==> src/rtl/uart_rx_axis_framer.sv <==
// UART receive framer: holds each byte until its last-flag is known, then queues
// it in a first-word-fall-through FIFO and presents it as an AXI-Stream master.
module uart_rx_axis_framer #(
    parameter int WIDTH        = 8,
    parameter int DEPTH        = 16,
    parameter int IDLE_TIMEOUT = 8680,
    parameter int MAX_PKT      = 64
) (
    input  logic                       clk,
    input  logic                       rst,
    input  logic [WIDTH-1:0]           rx_data,
    input  logic                       rx_valid,
    output logic [WIDTH-1:0]           m_axis_data,
    output logic                       m_axis_valid,
    output logic                       m_axis_last,
    input  logic                       m_axis_ready,
    output logic                       overflow,
    output logic [$clog2(DEPTH):0]     fifo_count
);

    localparam int AW = $clog2(DEPTH);
    localparam int CW = AW + 1;
    localparam int IW = $clog2(IDLE_TIMEOUT);
    localparam int LW = $clog2(MAX_PKT + 1);

    localparam logic [IW-1:0] IDLE_LAST = IW'(IDLE_TIMEOUT - 1);
    localparam logic [LW-1:0] LEN_MAX   = LW'(MAX_PKT);
    localparam logic [CW-1:0] CNT_FULL  = CW'(DEPTH);

    typedef enum logic {
        HOLD_EMPTY,
        HOLD_FULL
    } hold_state_e;

    hold_state_e      state_q, state_d;
    logic [WIDTH-1:0] pend_q, pend_d;
    logic [LW-1:0]    pkt_len_q, pkt_len_d;
    logic [IW-1:0]    idle_cnt_q, idle_cnt_d;
    logic [AW-1:0]    wr_ptr_q, rd_ptr_q;
    logic [CW-1:0]    count_q, count_d;
    logic             overflow_q;

    logic [WIDTH:0]   mem_q [DEPTH];
    logic [WIDTH:0]   head;

    logic             push, push_last, push_ok, pop, full;

    // Hold stage: decides when the held byte is pushed and with which last-flag
    always_comb begin
        state_d    = state_q;
        pend_d     = pend_q;
        pkt_len_d  = pkt_len_q;
        idle_cnt_d = idle_cnt_q;
        push       = 1'b0;
        push_last  = 1'b0;
        unique case (state_q)
            HOLD_EMPTY: begin
                if (rx_valid) begin
                    pend_d     = rx_data;
                    pkt_len_d  = LW'(1);
                    idle_cnt_d = '0;
                    state_d    = HOLD_FULL;
                end
            end
            HOLD_FULL: begin
                if (rx_valid) begin
                    push       = 1'b1;
                    push_last  = (pkt_len_q == LEN_MAX);
                    pend_d     = rx_data;
                    pkt_len_d  = push_last ? LW'(1) : pkt_len_q + LW'(1);
                    idle_cnt_d = '0;
                end else if (idle_cnt_q == IDLE_LAST) begin
                    push       = 1'b1;
                    push_last  = 1'b1;
                    pkt_len_d  = '0;
                    idle_cnt_d = '0;
                    state_d    = HOLD_EMPTY;
                end else begin
                    idle_cnt_d = idle_cnt_q + IW'(1);
                end
            end
            default: state_d = HOLD_EMPTY;
        endcase
    end

    assign full    = (count_q == CNT_FULL);
    assign pop     = m_axis_valid && m_axis_ready;
    // A pop in the same cycle frees the slot, so a full FIFO can still accept
    assign push_ok = push && (!full || pop);

    always_comb begin
        count_d = count_q;
        unique case ({push_ok, pop})
            2'b10:   count_d = count_q + CW'(1);
            2'b01:   count_d = count_q - CW'(1);
            default: count_d = count_q;
        endcase
    end

    always_ff @(posedge clk) begin
        if (rst) begin
            state_q    <= HOLD_EMPTY;
            pend_q     <= '0;
            pkt_len_q  <= '0;
            idle_cnt_q <= '0;
            wr_ptr_q   <= '0;
            rd_ptr_q   <= '0;
            count_q    <= '0;
            overflow_q <= 1'b0;
        end else begin
            state_q    <= state_d;
            pend_q     <= pend_d;
            pkt_len_q  <= pkt_len_d;
            idle_cnt_q <= idle_cnt_d;
            count_q    <= count_d;
            overflow_q <= push && !push_ok;
            if (push_ok) wr_ptr_q <= wr_ptr_q + AW'(1);
            if (pop)     rd_ptr_q <= rd_ptr_q + AW'(1);
        end
    end

    always_ff @(posedge clk) begin
        if (push_ok) mem_q[wr_ptr_q] <= {push_last, pend_q};
    end

    assign head         = mem_q[rd_ptr_q];
    assign m_axis_valid = (count_q != '0);
    // Outputs are masked while empty so stale storage never shows on the bus
    assign m_axis_data  = m_axis_valid ? head[WIDTH-1:0] : '0;
    assign m_axis_last  = m_axis_valid & head[WIDTH];
    assign overflow     = overflow_q;
    assign fifo_count   = count_q;

endmodule

==> config.mk <==
export PLATFORM = sky130hd
export DESIGN_NAME = uart_rx_axis_framer
export DESIGN_NICKNAME = d
export VERILOG_FILES = /design/src/rtl/uart_rx_axis_framer.sv
export SDC_FILE = /design/constraint.sdc
export NUM_CORES = 1
export LEC_CHECK = 0
export CORE_ASPECT_RATIO = 0.8
export CORE_MARGIN = 2
export CORE_UTILIZATION = 65
export DETAILED_ROUTE_END_ITERATION = 7
export PLACE_DENSITY = 0.84
export RECOVER_POWER = 50
export SKIP_CTS_REPAIR_TIMING = 1
export SLEW_MARGIN = 10
export SYNTH_ARGS = -nofsm -noshare
export SYNTH_HDL_FRONTEND = slang
export SYNTH_SLANG_ARGS = --single-unit
==> constraint.sdc <==
create_clock -name clk -period 8 [get_ports clk]
set_input_delay 0.8 -clock clk [delete_from_list [all_inputs] [get_ports clk]]
set_output_delay 0.8 -clock clk [all_outputs]
set_load 0.02 [all_outputs]
==> flow_summary.ini, run 1 <==
[clocking]
clock_latency_ns = 0.43
cts_buffers = 17
htree_levels = 4
clk_pin_slew_ns = 0.06
cts-root-buf = clkbuf_16
cts_tree = yes
cts_sinks = 192
clockBufferDepth = 2

[sta]
rsz0062_at_grt = no
report.final.setup_viol = 0
fin_worst_skew_ns = 0.0131
maxSlewHeadroom_pct = -3.16
fin_tns_setup_ns = 0
maxSlewViolCount = 10
period_needed_ns = 4.43
clock.fmax_mhz = 226
hold_viol_final = 0
hold_slack_ns = 0.516
post-route-period-util_pct = 55.4
tightest_slew_ns = 1.53

[synthesis]
synth-seq-cells = 192
syn_area_um2 = 7930
synth.avg_cell_area_um2 = 15.6
syn_inst = 507
synth_edf_count = 144
seq_area_frac_synth_pct = 66.6
yosysWarnings = 0
synth_cell_types = 55
async_reset_ff_share_pct = 0
synth_flop_cell = edfxtp_1
syn-num-nets = 529

[setup_path]
criticalPathCategory = reg -> reg
worst-r2r-cell-count = 6
cp.required_ns = 8.04
worstPathArrival_ns = 4.47
slowest_delay_ns = 1.34
end_kind = register
cp_max_fo = 9
start_kind = register
path_depth = 6
path_buf_inv = 0
cp_top_family = simple AND/OR/NAND/NOR gates
worst_path_max_delay_cell = o41ai_1
worstPathCellList = ha_1 -> or4b_1 -> o41ai_1 -> and2_0 -> nand2_1 -> nor2_1

[global_routing]
antenna_found_initial = 0
grt_usage_pct = 28.3
overflow = 0
grt_pass1_wl_um = 26700
grt_start_max_net_pins = 49
grt_pass1_vias = 4582

[cells_and_area]
fin_nets = 552
mostFrequentLayoutCell = edfxtp_1
fin_area_um2 = 8910
final_layout_size_suffix_gt1_share_pct = 16.9
diodes = 0
fin_util_pct = 74.1
final_cell_mix = 144 x edfxtp_1, 47 x dfxtp_1, 46 x nor2_1
fin_cells = 695
syn_to_final_growth_pct = 12.4

[outcome]
violations = max-capacitance violations, max-slew violations
status = complete, but fails checks

[placement]
io_buffer_count = 27
placed_cell_area_um2 = 8290
place_inst = 663
place.detailed.hpwl_um = 10600
place_congestion = 0.814

[power]
power_leakage_nw = 2.88
power_frac_clock_pct = 33.9
ir_worst_vdd_mv = 0.202
p_sw_mw = 0.711
switching_share_pct = 26.6
seq_power_share_pct = 42.6
power_frac_comb_pct = 23.4
power.density_nw_per_um2 = 300
intPower_mw = 1.96

[floorplan]
ios = 28
start_util_pct = 65.9
die_h_um = 103
rows = 36
core-area_um2 = 12000
dieArea_um2 = 13100
die_w_um = 128

[route]
vias = 4695
firstDrtPassIters = 5
drc = 0
ant_nets = 0
viasPerCell = 6.76
wl_per_cell_um = 25.1
drt-total-wl_um = 17400
drtIter0Drc = 482

[worst_hold_path]
hold_depth = 2
hp-class = reg -> reg

[run]
cap_violations = 1
area by class of cell:
| type | count | area [um2] |
|---|---|---|
| Timing Repair Buffer | 33 | 312 |
| Multi-Input combinational cell | 276 | 2450 |
| Fill cell | 696 | 3110 |
| Clock inverter | 10 | 158 |
| Tap cell | 152 | 190 |
| Sequential cell | 192 | 5290 |
| Clock buffer | 22 | 484 |
| Inverter | 10 | 37.5 |
registers in the layout, indices dropped and copies added, names as in the netlist, named ones only:
| register | cells |
|---|---|
| rd_ptr_q | 4 |
| fifo_count | 5 |
| pend_q | 8 |
| state_q | 1 |
| idle_cnt_q | 14 |
| overflow | 1 |
| mem_q | 144 |
| wr_ptr_q | 4 |
| pkt_len_q | 7 |
worst paths after layout:
path                              startpoint                    end  slack (ns)
setup / recovery  idle_cnt_q[0]$_SDFFE_PP0P_  mem_q[4][3]$_DFFE_PP_        3.57
hold reg to reg     rd_ptr_q[3]$_SDFFE_PP0P_               register        0.52
setup reg to reg  idle_cnt_q[0]$_SDFFE_PP0P_  mem_q[4][3]$_DFFE_PP_        3.57
hold / removal      rd_ptr_q[3]$_SDFFE_PP0P_               register        0.52
logic make-up after synthesis:
logic type	after synthesis	synth area share, %
mux	56	14.2
flops	192	66.6
simple gates	141	9.06
fa+ha+maj	10	1.58
xor+xnor	8	0.883
compound gates	61	5.21
buf+inv	39	2.40
routing by layer:
metal,up-vias,part of all wire [%],track usage [%]
met2,262,50,45.9
met5,-,0,0
li1,2034,-,-
met3,38,7.9,5.14
met1,2361,40,39.0
met4,0,2.5,11.3
synth_stat cells, types with 9 or more instances:
master	instances	share of area (%)
clkbuf_1	17	0.80
nor3_1	17	1.1
edfxtp_1	144	55
inv_1	10	0.47
and2_1	9	0.71
ha_1	10	1.6
mux4_2	45	13
dfxtp_1	48	12
nand2_1	14	0.66
o21ai_0	14	0.88
nand3_1	20	1.3
a21oi_1	23	1.5
nor2_1	46	2.2
mux2i_1	9	1.1
power groups by stage:
stage	registers, mW	logic, mW	clock network (mW)
4_1_cts	1.14	0.638	0.912
2_1_floorplan	1.15	0.433	0
3_5_place_dp	1.16	0.627	0
5_1_grt	1.14	0.668	0.950
3_3_place_gp	1.15	0.610	0
6_report	1.14	0.626	0.906
through the flow:
| step | worst slack, ns | power [mW] |
|---|---|---|
| floorplan | 4.93 | 1.59 |
| global placement | 4.26 | 1.76 |
| detailed placement | 4.18 | 1.79 |
| CTS | 3.95 | 2.69 |
| global route | 3.37 | 2.76 |
| finish | 3.57 | 2.67 |
worst register-to-register path: cells and delay by family, from the launching register on:
family                     cells  cell delay [ns]
and+or+nand+nor                4             2.05
adders and majority gates      1             0.27
AOI/OAI and AO/OA              1             1.34
DFF                            1             0.40
No activity file was read; power rests on OpenSTA's default activity.
==> inputs of run 2 (changes only) <==
- CORE_UTILIZATION: 65 -> 55
- PLACE_DENSITY: 0.84 -> 0.76
- clock period: 8 -> 4 ns (I/O delays scaled with it)
==> run 2 against run 1 <==
The flow now finishes without violations; largest cell class unchanged; count of clock-buffer cells in the layout is 2 higher; sequential cell count stayed put; sequential power is 100% higher; maximum frequency is 24% higher.
==> flow_summary.ini, run 2 (synthesized netlist as in run 1, its figures left out) <==
[setup_path]
worstPathCellList = ha_1 -> or4b_1 -> o41ai_1 -> clkbuf_1 -> or2_1 -> xnor2_1 -> ha_1 -> o31a_1 -> o32ai_2 -> mux2_4
path_buf_inv = 1
worstPathArrival_ns = 3.88
end_kind = register
cp_common_cell = ha_1
r2r_setup_slack_ns = 0.44
cp.required_ns = 4.31
start_kind = register
worst-r2r-cell-count = 10
timing.rr.end = fifo_count[4]$_SDFFE_PP0P_
rr_startpoint = idle_cnt_q[0]$_SDFFE_PP0P_
slowest_delay_ns = 0.52
path_depth = 10
cp_top_family = compound AO/OA/AOI/OAI gates
worst_path_max_delay_cell = or4b_1
criticalPathCategory = reg -> reg
cp_max_fo = 9

[run]
cap_violations = 0

[sta]
rsz0062_at_grt = no
post-route-period-util_pct = 89.1
maxSlewViolCount = 0
tightest_slew_ns = 1.36
report.final.setup_viol = 0
fin_tns_setup_ns = 0
maxSlewHeadroom_pct = 9.45
fin_worst_skew_ns = 0.00910
hold_viol_final = 0
clock.fmax_mhz = 281
period_needed_ns = 3.56

[clocking]
clock_latency_ns = 0.43
cts_buffers = 17
clockBufferDepth = 2
clk_pin_slew_ns = 0.06
cts_sinks = 192
cts-root-buf = clkbuf_16
htree_levels = 4
cts_tree = yes

[cells_and_area]
syn_to_final_growth_pct = 14.1
top_regs = mem_q x144, idle_cnt_q x14, pend_q x8
fin_cells = 745
final_cell_mix = 144 x edfxtp_1, 47 x dfxtp_1, 46 x nor2_1
fin_nets = 570
largest_reg_flops = 144
final_layout_size_suffix_gt1_share_pct = 18.2
diodes = 0
top_register = mem_q
mostFrequentLayoutCell = edfxtp_1

[route]
dr_wl_met3_um = 1120
ant_nets = 0
routed.top_layer = met4
firstDrtPassIters = 5
wl_per_cell_um = 21.4
dr_wl_met2_um = 7690
drt-total-wl_um = 16000
drtIter0Drc = 409
met1_length_um = 7030
vias = 4605
viasPerCell = 6.18
drc = 0

[global_routing]
grt_pass1_vias = 4451
grt_start_max_net_pins = 49
antenna_found_initial = 0
overflow = 0
grt_pass1_wl_um = 25400
grt_usage_pct = 22.1

[placement]
place_inst = 713
place.detailed.hpwl_um = 10000
io_buffer_count = 27
place_congestion = 0.882

[worst_hold_path]
min-delay-start = rd_ptr_q[3]$_SDFFE_PP0P_
hp-class = reg -> reg
hold_depth = 2

[power]
power_leakage_nw = 2.93
power.density_nw_per_um2 = 580
ir_worst_vdd_mv = 0.458

[floorplan]
ios = 28
dieArea_um2 = 15400
core-area_um2 = 14200
rows = 39
die_h_um = 111
die_w_um = 138
start_util_pct = 55.9

[outcome]
status = finished clean
## run 2: changes by cell type in the layout (fill, tap and decap cells not counted), sizes merged
| cell | previous run | this run |
|---|---|---|
| buf | 5 | 22 |
| clkbuf | 23 | 26 |
| bufinv | 4 | 2 |
| clkinv | 3 | 2 |
| clkinvlp | 3 | 4 |
## run 2: area by class of cell
class	count	area, um2
clock buffers	24	493
clock inverters	8	104
well taps	184	230
repair buffers	51	468
flip-flops and latches	192	5290
inverters	10	37.5
multi-input cells	276	2430
fillers	969	5150
## run 2: how the worst max path moves through the flow
stage / startpoint / endpoint / slack, ns
6_report: idle_cnt_q[0]$_SDFFE_PP0P_ / fifo_count[4]$_SDFFE_PP0P_ / 0.44
5_1_grt: idle_cnt_q[0]$_SDFFE_PP0P_ / fifo_count[4]$_SDFFE_PP0P_ / 0.31
4_1_cts: register / m_axis_data[3] / 0.42
3_5_place_dp: idle_cnt_q[0]$_SDFFE_PP0P_ / fifo_count[4]$_SDFFE_PP0P_ / 0.79
3_3_place_gp: idle_cnt_q[0]$_SDFFE_PP0P_ / fifo_count[4]$_SDFFE_PP0P_ / 0.84
2_1_floorplan: idle_cnt_q[0]$_SDFFE_PP0P_ / mem_q[0][0]$_DFFE_PP_ / 0.93
## run 2: metrics by stage
stage | hold slack, ns | area [um2] | utilization, % | setup WS [ns] | power (mW)
CTS | 0.497 | 9080 | 64.0 | 0.421 | 5.31
global placement | 0.482 | 8490 | 59.8 | 0.843 | 3.59
floorplan | 0.450 | 7930 | - | 0.931 | 3.17
global route | 0.527 | 9050 | 63.7 | 0.310 | 5.45
finish | 0.496 | 9050 | 63.7 | 0.437 | 5.25
detailed placement | 0.483 | 8490 | 59.8 | 0.790 | 3.63
## run 2: where the power goes
| group | total, mW | switching [mW] | internal [mW] |
|---|---|---|---|
| logic | 1.25 | 0.603 | 0.651 |
| registers | 2.31 | 0.118 | 2.20 |
| clock network | 1.68 | 0.685 | 0.991 |
| total | 5.25 | 1.41 | 3.84 |
## run 2: worst reg2reg max path: stages, from the launching register on
cell and delay, ns:
dfxtp_1 0.39, ha_1 0.24, or4b_1 0.52, o41ai_1 0.50, clkbuf_1 0.33, or2_1 0.30
xnor2_1 0.10, ha_1 0.24, o31a_1 0.27, o32ai_2 0.23, mux2_4 0.32
## run 2: per-layer routing
layer / vias up / GRT usage [%]
li1: 2066 / -
met1: 2339 / 32.3
met2: 188 / 34.3
met3: 12 / 4.90
met4: 0 / 5.65
met5: - / 0
==> inputs of run 3 (changes only) <==
- SLEW_MARGIN: 10 -> 20
==> results of run 3 <==
Same layout as run 2: the final DEF is identical, and so are final timing and power.
==> RTL change 1 (config.mk and constraints of run 2) <==
Change the parameter `IDLE_TIMEOUT` from 8680 to 4340.
--- a/src/rtl/uart_rx_axis_framer.sv
+++ b/src/rtl/uart_rx_axis_framer.sv
@@ -5,3 +5,3 @@
     parameter int DEPTH        = 16,
-    parameter int IDLE_TIMEOUT = 8680,
+    parameter int IDLE_TIMEOUT = 4340,
     parameter int MAX_PKT      = 64
Function: no difference found for any inputs over 4 cycles, from zero or initial values and one cycle with rst high; that may be too few to reach the edited logic, so the function may still have changed.
==> RTL change 1 against run 2 <==
  * The flow now finishes with violations (capacitance limit, slew limit)
  * Final cell count decreased by 2.8%
  * Clock skew increased by 3.4 ps
  * Design area decreased by 1.3%
  * Synthesized area decreased by 1.2%
  * Count of clock-buffer cells in the layout decreased by 2
  * Register-to-register slack improved by 450 ps
  * Setup slack improved by 290 ps
  * Power increased by 0.65%
  * Combinational power increased by 16%
  * Wire length increased by 5.5%
  * Sequential cell count decreased by 1
  * Die area decreased by 1.1%
  * Critical path depth decreased by 5
  * First-iteration DRC count increased by 23%
  * Largest cell class unchanged
  * Largest power group unchanged
==> RTL change 1: results <==
export IMPL_run_status="complete, but fails checks"
export IMPL_violations="capacitance limit, slew limit"
export IMPL_globalRouteMet1Util_pct=33.5
export IMPL_critical_path_slowest_cell="mux4_2"
export IMPL_clock_skew_final_ps=12.5
export IMPL_clkCellAreaFrac_pct=6.14
export IMPL_wl_met2_mm=8.16
export IMPL_num_multi_input_gates=260
export IMPL_routed_wl_mm=16.8
export IMPL_inv_count=11
export IMPL_layout_non_clock_buffers=50
export IMPL_routed_wl_met3_mm=1.52
export IMPL_r2r_setup_slack_ps=890
export IMPL_finalCritPeriodShare_pct=81.7
export IMPL_grt_pass1_wl_mm=26.4
export IMPL_vias=4526
export IMPL_final_nets=555
export IMPL_yosysSeqAreaShare_pct=67.2
export IMPL_count_of_sequential_standard_cells=191
export IMPL_worstPathMaxFanout=36
export IMPL_timing_max_slew_rel_slack_pct=-10.7
export IMPL_post_syn_nets=509
export IMPL_multi_input_area_share_pct=27.0
export IMPL_vdd_drop_max_mv=0.461
export IMPL_global_routing_met3_resource_utilization_pct=6.40
export IMPL_gp_congestion=0.794
export IMPL_cap_violations=1
export IMPL_synthTopCellsByArea="edfxtp_1, mux4_2, dfxtp_1"
export IMPL_seq_cell_share_pct=59.0
export IMPL_place_worst_setup_slack_ps=909
export IMPL_worst_hold_path_type="reg -> reg"
export IMPL_route_layer_met1_wl_mm=6.80
export IMPL_final_max_slew_viol_count=10
export IMPL_dp_cells=692
export IMPL_critical_path_reg2reg_endpoint="fifo_count[4]"
export IMPL_finalCoreUtilization_pct=65.0
export IMPL_buf_share_pct=4.93
export IMPL_post_synth_most_frequent_cells="edfxtp_1, nor2_1, dfxtp_1"
export IMPL_n_clock_buffer=22
export IMPL_mappedNetlistArea_sq_mm=0.00784
export IMPL_filler_instances=930
export IMPL_proportion_of_layout_cells_with_a_drive_suffix_above_1_pct=19.1
export IMPL_postPlaceCellArea_sq_mm=0.00841
export IMPL_grt_start_max_net_pins=37
export IMPL_synth_cell_types=54
export IMPL_syn_area_per_cell_sq_um=16.2
export IMPL_gr_usage_all_layers_pct=24.2
export IMPL_vias_per_cell=6.25
==> RTL change 1: cell types whose count changed in the layout (fill, tap and decap cells not counted), moves of 7 or more <==
cell	before	now
o21ai_0	15	5
nor2b_1	3	10
and2_1	9	0
nor2_1	46	57
nand3_1	20	8
a311oi_1	4	11
==> RTL change 1: cells by family (layout without fill, tap and decap cells) <==
family / Yosys count / after routing / share of synthesized area (%)
flip-flops: 191 / 191 / 67.2
AND/OR/NAND/NOR: 129 / 129 / 8.03
multiplexers: 60 / 60 / 15.1
AO/OA/AOI/OAI: 51 / 51 / 4.85
buffers and inverters: 34 / 93 / 1.98
adder cells (fa/ha/maj): 12 / 12 / 2.01
XOR/XNOR: 8 / 8 / 0.894
==> RTL change 1: power breakdown <==
part	switching (mW)	total [mW]	leakage [nW]	internal [mW]
combinational	0.725	1.45	1.01	0.720
clock	0.698	1.57	0.260	0.874
sequential	0.0736	2.26	1.71	2.19
total	1.50	5.28	2.97	3.78
==> RTL change 2 (config.mk and constraints of run 2) <==
Made on the original files. Make the reset (`rst`) asynchronous in one clocked block.
--- a/src/rtl/uart_rx_axis_framer.sv
+++ b/src/rtl/uart_rx_axis_framer.sv
@@ -99,3 +99,3 @@
 
-    always_ff @(posedge clk) begin
+    always_ff @(posedge clk or posedge rst) begin
         if (rst) begin
Formal check against the unedited RTL: differs if rst is asserted again (counterexample within 4 cycles, from zero or initial values and one cycle with rst high); with rst held inactive, the same outputs for 4 cycles.
==> RTL change 2 against run 2 <==
  * The flow now finishes with violations (capacitance limit, slew limit)
  * Sequential cell count down 4
  * Die area down 0.32%
  * Power up 15%
  * Combinational power up 42%
  * Wire length down 0.14%
  * Synthesized area down 0.33%
  * Design area down 1.1%
  * Setup slack better by 160 ps
  * Global-route usage up 0.32 points
  * Critical path depth down 5
==> RTL change 2: results <==
export IMPL_run_status="complete, but fails checks"
export IMPL_violations="capacitance limit, slew limit"
export IMPL_gr_usage_all_layers_pct=22.4
export IMPL_globalRouteMet1Util_pct=33.4
export IMPL_drt_pass1_iter_count=4
export IMPL_gp_congestion=0.798
export IMPL_cap_violations=1
export IMPL_timing_max_slew_rel_slack_pct=-61.5
export IMPL_post_synth_most_frequent_cells="edfxtp_1, mux4_2, dfrtp_1"
export IMPL_first_global_vias=4376
export IMPL_ys_async_sr_fraction_pct=23.4
export IMPL_global_route_usage_met2_pct=33.2
export IMPL_proportion_of_layout_cells_with_a_drive_suffix_above_1_pct=19.1
export IMPL_yosysSeqAreaShare_pct=68.6
export IMPL_wl_met2_mm=7.54
export IMPL_place_detailed_hpwl_mm=9.69
export IMPL_post_syn_nets=486
export IMPL_final_nets=522
export IMPL_routed_wire_length_per_instance_um=22.9
export IMPL_vdd_drop_max_mv=0.378
export IMPL_kind_of_cell_adding_the_most_delay_to_the_critical_path="multiplexers"
export IMPL_detailed_router_s_first_iteration_violation_count=575
export IMPL_final_max_slew_viol_count=45
export IMPL_critical_path_slowest_cell="mux4_2"
export IMPL_worstPathMaxFanout=23
export IMPL_critical_path_max_stage_delay_ps=570
export IMPL_postPlaceCellArea_sq_mm=0.00839
export IMPL_leakage_nw=3.13
[RTL change 2: cell type report]
| class | instances | area [sq um] | area share [%] |
|---|---|---|---|
| Clock inverter | 10 | 115 | 1.29 |
| Timing Repair Buffer | 35 | 319 | 3.57 |
| Inverter | 10 | 37.5 | 0.420 |
| Multi-Input combinational cell | 248 | 2340 | 26.2 |
| Clock buffer | 22 | 474 | 5.30 |
| Sequential cell | 188 | 5430 | 60.6 |
| Tap cell | 184 | 230 | 2.57 |
[RTL change 2: kinds of logic (layout without fill, tap and decap cells)]
group / Yosys count / count (layout) / synth area share (%)
flip-flops: 188 / 188 / 68.6
AND/OR/NAND/NOR: 116 / 116 / 7.96
AO/OA/AOI/OAI: 54 / 54 / 4.69
multiplexers: 54 / 54 / 14.1
buffers and inverters: 28 / 77 / 1.49
adder cells (fa/ha/maj): 10 / 10 / 1.58
XOR/XNOR: 14 / 14 / 1.55
[RTL change 2: final timing paths]
path                                     from            end  slack [ps]  cells past startpoint
worst max-delay path              rd_ptr_q[0]    m_axis_last         590                      5
worst min-delay path             pkt_len_q[5]   pkt_len_q[5]         510                      1
worst max register to register  fifo_count[0]  fifo_count[4]         860                      9
worst min register to register   pkt_len_q[5]   pkt_len_q[5]         510                      1
max in group asynchronous                 rst    rd_ptr_q[0]        1130                      3
min in group asynchronous                 rst      pend_q[6]        1310                      3
[RTL change 2: metrics by stage]
step | hold WS [ps] | instances
2_1_floorplan | 469 | 464
3_3_place_gp | 500 | 665
3_5_place_dp | 501 | 665
4_1_cts | 437 | 697
5_1_grt | 562 | 697
6_report | 514 | 697
[RTL change 2: report_power, final]
group	total, mW	switching (mW)	leakage [nW]	internal, mW
combinational	1.78	0.861	0.983	0.921
clock	1.66	0.687	0.284	0.969
sequential	2.60	0.234	1.87	2.37
